--- src/rtl/mult_hilo_ctrl.sv ---
// Sequencing and HI/LO result stage around the iterative 32-bit Booth multiplier.
// Latches operands, drives the run window and captures the product into HI/LO.
module mult_hilo_ctrl #(
    parameter int unsigned WIDTH     = 32,
    parameter int unsigned RUN_EDGES = 34
) (
    input  logic             clk,
    input  logic             reset,
    input  logic             op_valid,
    input  logic [WIDTH-1:0] op_a,
    input  logic [WIDTH-1:0] op_b,
    output logic             op_ready,
    output logic [WIDTH-1:0] mult_mc,
    output logic [WIDTH-1:0] mult_mp,
    output logic [1:0]       mult_start,
    input  logic [WIDTH-1:0] mult_hi,
    input  logic [WIDTH-1:0] mult_lo,
    input  logic             hi_we,
    input  logic             lo_we,
    input  logic [WIDTH-1:0] wdata,
    output logic [WIDTH-1:0] hi,
    output logic [WIDTH-1:0] lo,
    output logic             busy,
    output logic             done
);

    localparam int unsigned CNT_W      = 6;
    localparam logic [CNT_W-1:0] CAPTURE_CNT = CNT_W'(RUN_EDGES - 1);
    localparam logic [1:0]  START_RUN  = 2'd2;
    localparam logic [1:0]  START_IDLE = 2'd0;

    typedef enum logic [0:0] {
        IDLE = 1'b0,
        RUN  = 1'b1
    } state_t;

    state_t           state;
    logic [CNT_W-1:0] cnt;

    // busy/op_ready/mult_start are kept as flops that always track the state register.
    always_ff @(posedge clk) begin
        if (!reset) begin
            state      <= IDLE;
            cnt        <= '0;
            hi         <= '0;
            lo         <= '0;
            mult_mc    <= '0;
            mult_mp    <= '0;
            done       <= 1'b0;
            busy       <= 1'b0;
            op_ready   <= 1'b1;
            mult_start <= START_IDLE;
        end else begin
            done <= 1'b0;
            if (hi_we) hi <= wdata;
            if (lo_we) lo <= wdata;

            case (state)
                IDLE: begin
                    if (op_valid) begin
                        mult_mc    <= op_a;
                        mult_mp    <= op_b;
                        cnt        <= '0;
                        state      <= RUN;
                        busy       <= 1'b1;
                        op_ready   <= 1'b0;
                        mult_start <= START_RUN;
                    end
                end
                RUN: begin
                    cnt <= cnt + CNT_W'(1);
                    // Capture overrides any MTHI/MTLO write on the same edge.
                    if (cnt == CAPTURE_CNT) begin
                        hi         <= mult_hi;
                        lo         <= mult_lo;
                        done       <= 1'b1;
                        cnt        <= '0;
                        state      <= IDLE;
                        busy       <= 1'b0;
                        op_ready   <= 1'b1;
                        mult_start <= START_IDLE;
                    end
                end
                default: begin
                    state      <= IDLE;
                    cnt        <= '0;
                    busy       <= 1'b0;
                    op_ready   <= 1'b1;
                    mult_start <= START_IDLE;
                end
            endcase
        end
    end

endmodule

--- config.mk ---
export PLATFORM = sky130hd
export DESIGN_NAME = mult_hilo_ctrl
export DESIGN_NICKNAME = d
export VERILOG_FILES = /design/src/rtl/mult_hilo_ctrl.sv
export SDC_FILE = /design/constraint.sdc
export NUM_CORES = 1
export LEC_CHECK = 0
export ABC_AREA = 1
export BUFFER_PORTS_ARGS = -buffer_cell sky130_fd_sc_hd__buf_2
export CORE_MARGIN = 5
export CORE_UTILIZATION = 41
export DETAILED_ROUTE_END_ITERATION = 10
export PLACE_DENSITY = 0.77
export RECOVER_POWER = 25
export SLEW_MARGIN = 20
export SYNTH_ARGS = -nofsm -noshare
export SYNTH_HDL_FRONTEND = slang
export SYNTH_SLANG_ARGS = --single-unit
--- constraint.sdc ---
create_clock -name clk -period 1.21 [get_ports clk]
set_input_delay 0.242 -clock clk [delete_from_list [all_inputs] [get_ports clk]]
set_output_delay 0.242 -clock clk [all_outputs]
set_load 0.05 [all_outputs]
Yosys cells after proc, flatten, opt, wreduce, memory -nomap -nowiden
Index checks and enable logic that the tools add are counted.
{"block": "word_totals", "output_inout_bits": 133, "input_bits": 165, "ff_bits": 140}
{"block": "op_classes", "n_addsub": 1, "bitwise": 1, "n_reduce_logical": 3, "n_mux": 22, "n_eq_ne": 3}
{"operator": "2-to-1 mux 32 bit", "n": 6}
{"operator": "2-to-1 mux 6 bit", "n": 2}
{"operator": "one-hot mux 6 bit (2 select lines)", "n": 1}
{"operator": "2-to-1 mux 1 bit", "n": 7}
{"operator": "adder 6 x 1 -> 6 bit (second input constant)", "n": 1}
{"operator": "== test 6 bit (second input constant)", "n": 1}
{"operator": "one-hot mux 1 bit (2 select lines)", "n": 3}
{"operator": "AND reduction 2 bit", "n": 3}
{"operator": "2-to-1 mux 2 bit", "n": 2}
{"operator": "one-hot mux 2 bit (2 select lines)", "n": 1}
{"operator": "!= test 2 x 1 -> 1 bit (second input constant)", "n": 1}
{"operator": "!= test 2 bit (second input constant)", "n": 1}
{"operator": "NOT 1 bit", "n": 1}

Depth between registers and ports, before layout
{"block": "depth", "ltp_word": 3, "depth_mapped": 11, "ltp_nobuf": 9}

Worst setup path after synthesis
No wires, ideal clock.
{"block": "synth_path", "path_type": "register to register", "startpoint": "register cnt[0]", "endpoint": "register hi[0]", "synth_period_minus_slack_ns": 1.319, "path_slack_ns": -0.109, "n_path_buf": 2, "t_required_ns": 1.098, "stages_incl_launch_ff": 11, "setup_time_ns": 0.112, "t_arrival_ns": 1.207, "path_cell_list": "dfxtp_1 ha_1 nand2_1 nor2_2 nand2_1 nand2_2 inv_2 buf_6 buf_6 nand2_1 nand2_1"}
{"block": "synth_between", "elab_chain_cells": 3}
{"item": "from (decl)", "line": "38", "rtl": "logic [CNT_W-1:0] cnt;"}
{"item": "from (signal assigned)", "line": "71", "rtl": "cnt <= cnt + CNT_W'(1);"}
{"item": "== test 6 bit", "line": "73", "rtl": "if (cnt == CAPTURE_CNT) begin"}
{"item": "2-to-1 mux 32 bit", "line": "73"}
{"item": "2-to-1 mux 32 bit", "line": "58", "rtl": "case (state)"}
{"item": "to (signal assigned)", "line": "55", "rtl": "if (hi_we) hi <= wdata;"}
{"item": "to (signal assigned)", "line": "74", "rtl": "hi <= mult_hi;"}
{"item": "to (decl)", "line": "21", "rtl": "output logic [WIDTH-1:0] hi,"}
Every way passes these cells.
A chain may end at the register's enable or synchronous reset.

Final worst setup path
{"block": "layout_path", "startpoint": "register cnt[1]", "endpoint": "register hi[20]"}
Same word-level chain as after synthesis.

==> metrics.sh <==
STATUS='complete, but fails checks'
FAILING_CHECKS='setup timing'
SYNTH_SEQUENTIAL_AREA_RATIO=0.497
HOLD_SLACK_NS=0.0286
MAX_FREQ_GHz=0.747
FIN_UTIL=0.670
CRITICAL_PATH.MAX_FANOUT=10
IO_PINS=298
ROUTABILITYCONGESTION=0.827
SETUP.WORST_PATH.CLASS='reg -> reg'
WORST_IR_DROP_VDD_V=0.000997
NUMPORTBUFFERS=296
NET_COUNT_SYNTH=855
POST-SYNTH-TOP-AREA-CELL='sky130_fd_sc_hd__dfxtp_1'
DETAIL_ROUTE.WIRELENGTH_MM=18.8
GRT_SETUP_UNREPAIRED='yes'
YOSYSUNIQUECELLTYPES=22
FIN_WS_NS=-0.128
FINALHOLDVIOLCOUNT=0
HTREE_LEVELS=4
AREA_SHARE_OF_THE_LEADING_CELL_TYPE_IN_THE_SYNTHESIZED_NETLIST=0.497
DIE_HT_UM=126
POST-DP-HPWL_MM=12.4
DIE_WIDTH_UM=126
DETAILEDROUTE.FIRSTITERATIONVIOLATIONS=337
FINAL_PERIOD_MINUS_WORST_SETUP_SLACK_NS=1.34
CELLS_AFTER_SYNTHESIS=688
DRC_ERRORS=0
NETLIST_AREA_UM2=5560
YOSYS_WARNINGS=0
GRTUSAGETOTAL=0.213
FINAL_SETUP_VIOLATING_ENDPOINTS=87
FIN_CRIT_SH=1.11
CRITICAL_PATH.MAX_STAGE_DELAY_NS=0.32
INITIAL_UTILIZATION=0.418
CRITICAL_PATH.ENDPOINT_TYPE='flop'
DETAILROUTE.VIA_COUNT=5679
CLKSINKCOUNT=138
SYNTH.AVG_CELL_AREA_UM2=8.09
CRITPATHSLOWESTCELL='sky130_fd_sc_hd__dfxtp_2'
CRIT_PATH_CELL_TRACE='inv_2, ha_4, nand2_4, nor2_4, nand2_1, nand2_2, inv_6, buf_6, nand2_1, nand2_1'
ROWS=42
SYNTH_AREA_LEADERS='sky130_fd_sc_hd__dfxtp_1, sky130_fd_sc_hd__nand2_1, sky130_fd_sc_hd__mux2_2, sky130_fd_sc_hd__nor2_1, sky130_fd_sc_hd__o21ai_0'
CPMOSTUSEDCELL='sky130_fd_sc_hd__nand2_1'
POWER.DENSITY_nW_PER_UM2=1470
REGTOREGSETUPSLACK_NS=-0.13
HOLD_PATH.STARTPOINT='mult_hi[16]'
CLK_LATENCY_NS=0.40
FIRST_GLOBAL_VIAS=5349
WORSTPATHREQUIRED_NS=1.50
DRV_CAP=0
LAYOUT_COMMONEST_CELL='sky130_fd_sc_hd__nand2_1'
TOTAL_NEGATIVE_SETUP_SLACK_NS=-5.93
R2R_END='hi[20]'
CTS_BUFFERS=17
LAYOUT_COMMON_CELLS='sky130_fd_sc_hd__nand2_1, sky130_fd_sc_hd__buf_2, sky130_fd_sc_hd__nor2_1, sky130_fd_sc_hd__buf_6, sky130_fd_sc_hd__dfxtp_1'
LARGEST_NET_DEGREE_AT_THE_START_OF_GLOBAL_ROUTING=40
WL_PER_CELL_UM=15.9
CTS_TREE='yes'
TIMING.REG2REG.WORST_PATH_DEPTH=10
FINAL_MAX_SLEW_VIOLATION_COUNT=0
CLK_PATH_BUF_DEPTH=2
FIRST_PASS_ITERS=5
ROUTED_VIA_DENSITY=4.82
FP.DIEAREA_UM2=16000
PLACEMENT.SETUP.WORST_SLACK_NS=-0.0836
MIN-DELAY-PATH-CLASS='in -> reg'
WORSTHOLDPATHCELLS=3
FINISH.INSTANCE_AREA_UM2=8910
CLKSLEWWORSTSETUPHOLDPATHS_NS=0.06
CRIT-REG2REG-LAUNCH='cnt[1]'
GRT_PASS1_WL_MM=27.3
POWER.STATIC_LEAKAGE_nW=4.37
CORE_AREA_UM2=13300
CTS_ROOT_BUFFER='sky130_fd_sc_hd__clkbuf_16'
START_KIND='flop'
AREA_DELTA_SYNTH_FINAL_PCT=60.2
MIN_DELAY_WORST_ENDPOINT='hi[16]'
ANTENNA_FOUND_INITIAL=3
FINCLKSKEW_NS=0.00910
YS_SEQ_ELEMENTS=138
CP_DATA_ARRIVAL_TIME_NS=1.63
DRT.ANTENNA.VIOLATING_NETS=0
POST_DP_CELL_AREA_UM2=7320
LAYOUT-DRIVE-GT1-SHARE=0.495
GLOBAL_ROUTE.OVERFLOW_TOTAL=0
FINAL_NETS=1157
[per-layer routing]
layer  track usage  wire length [µm]
met1         0.239              6890
met2         0.364              9420
met3        0.0870              2040
met4        0.0789               400
met5             0                 0
[cell families after synthesis]
logic type | synth area share
xor gates and xnor gates | 0.00157
and+or+nand+nor | 0.243
DFF | 0.497
buffers and inverters | 0.0589
other | 0.000674
AOI/OAI and AO/OA | 0.0652
adders and majority gates | 0.00450
muxes | 0.130
[report_power, final]
part / switching (mW) / internal, mW
Combinational: 1.82 / 1.17
Sequential: 0.212 / 4.88
Clock: 1.87 / 3.16
Total: 3.91 / 9.22
[final cells by class]
class / count / area (µm²)
fillers: 983 / 4380
repair buffers: 328 / 2690
diodes: 2 / 5.00
inverters: 9 / 41.3
multi-input cells: 496 / 2560
clock buffers: 22 / 474
flip-flops and latches: 138 / 2820
clock inverters: 8 / 95.1
well taps: 176 / 220
[per-stage QoR]
| step | cells | power (mW) |
|---|---|---|
| floorplan | 688 | 6.85 |
| global placement | 1141 | 7.63 |
| detailed placement | 1141 | 7.66 |
| CTS | 1176 | 13.0 |
| global route | 1179 | 13.7 |
| finish | 1179 | 13.1 |
[sequential cells by signal, indices dropped and copies added (netlist names)]
signal,count
hi,32
lo,32
mult_mc,32
mult_mp,32
cnt,6
done,1
mult_start,1
op_ready,1
state,1
[synthesized netlist by cell type]
cell type                  count
sky130_fd_sc_hd__nand3_1       4
sky130_fd_sc_hd__nor2_1      138
sky130_fd_sc_hd__nand2_2       2
sky130_fd_sc_hd__inv_2         3
sky130_fd_sc_hd__ha_1          2
sky130_fd_sc_hd__buf_6        13
sky130_fd_sc_hd__conb_1        1
sky130_fd_sc_hd__buf_4         2
sky130_fd_sc_hd__xor2_1        1
sky130_fd_sc_hd__dfxtp_1     138
sky130_fd_sc_hd__nor2_2        1
sky130_fd_sc_hd__nand4_1       1
sky130_fd_sc_hd__a21oi_1       5
sky130_fd_sc_hd__inv_1         6
sky130_fd_sc_hd__buf_2        16
sky130_fd_sc_hd__o21ai_1      13
sky130_fd_sc_hd__o21ai_0      53
sky130_fd_sc_hd__o21bai_1      1
sky130_fd_sc_hd__buf_1         1
sky130_fd_sc_hd__nand2_1     210
sky130_fd_sc_hd__clkbuf_1     13
sky130_fd_sc_hd__mux2_2       64
[critical path: cells and delay by family (launching register included)]
kind	cells	cell delay, ns
adder cells (fa/ha/maj)	1	0.13
buffers and inverters	3	0.30
flip-flops	1	0.32
AND/OR/NAND/NOR	6	0.47
[timing repair]
action | CTS | global route
gates resized for setup | 192 | 142
hold buffers | 0 | 0
buffers inserted | 1 | 0
pin swaps | 0 | 3
gates cloned | 4 | 1
endpoints found under the setup margin | 198 | 195
[worst max path at each step]
| stage | from | to | slack, ns | cells past startpoint |
|---|---|---|---|---|
| 2_1_floorplan | cnt[1] | hi[0] | -0.07 | 11 |
| 3_3_place_gp | cnt[1] | hi[31] | -0.04 | 9 |
| 3_5_place_dp | cnt[1] | lo[24] | -0.08 | 9 |
| 4_1_cts | cnt[1] | lo[19] | -0.08 | 10 |
| 5_1_grt | cnt[1] | hi[20] | -0.18 | 10 |
| 6_report | cnt[1] | hi[20] | -0.13 | 10 |
(Power assumes the default switching activity.)
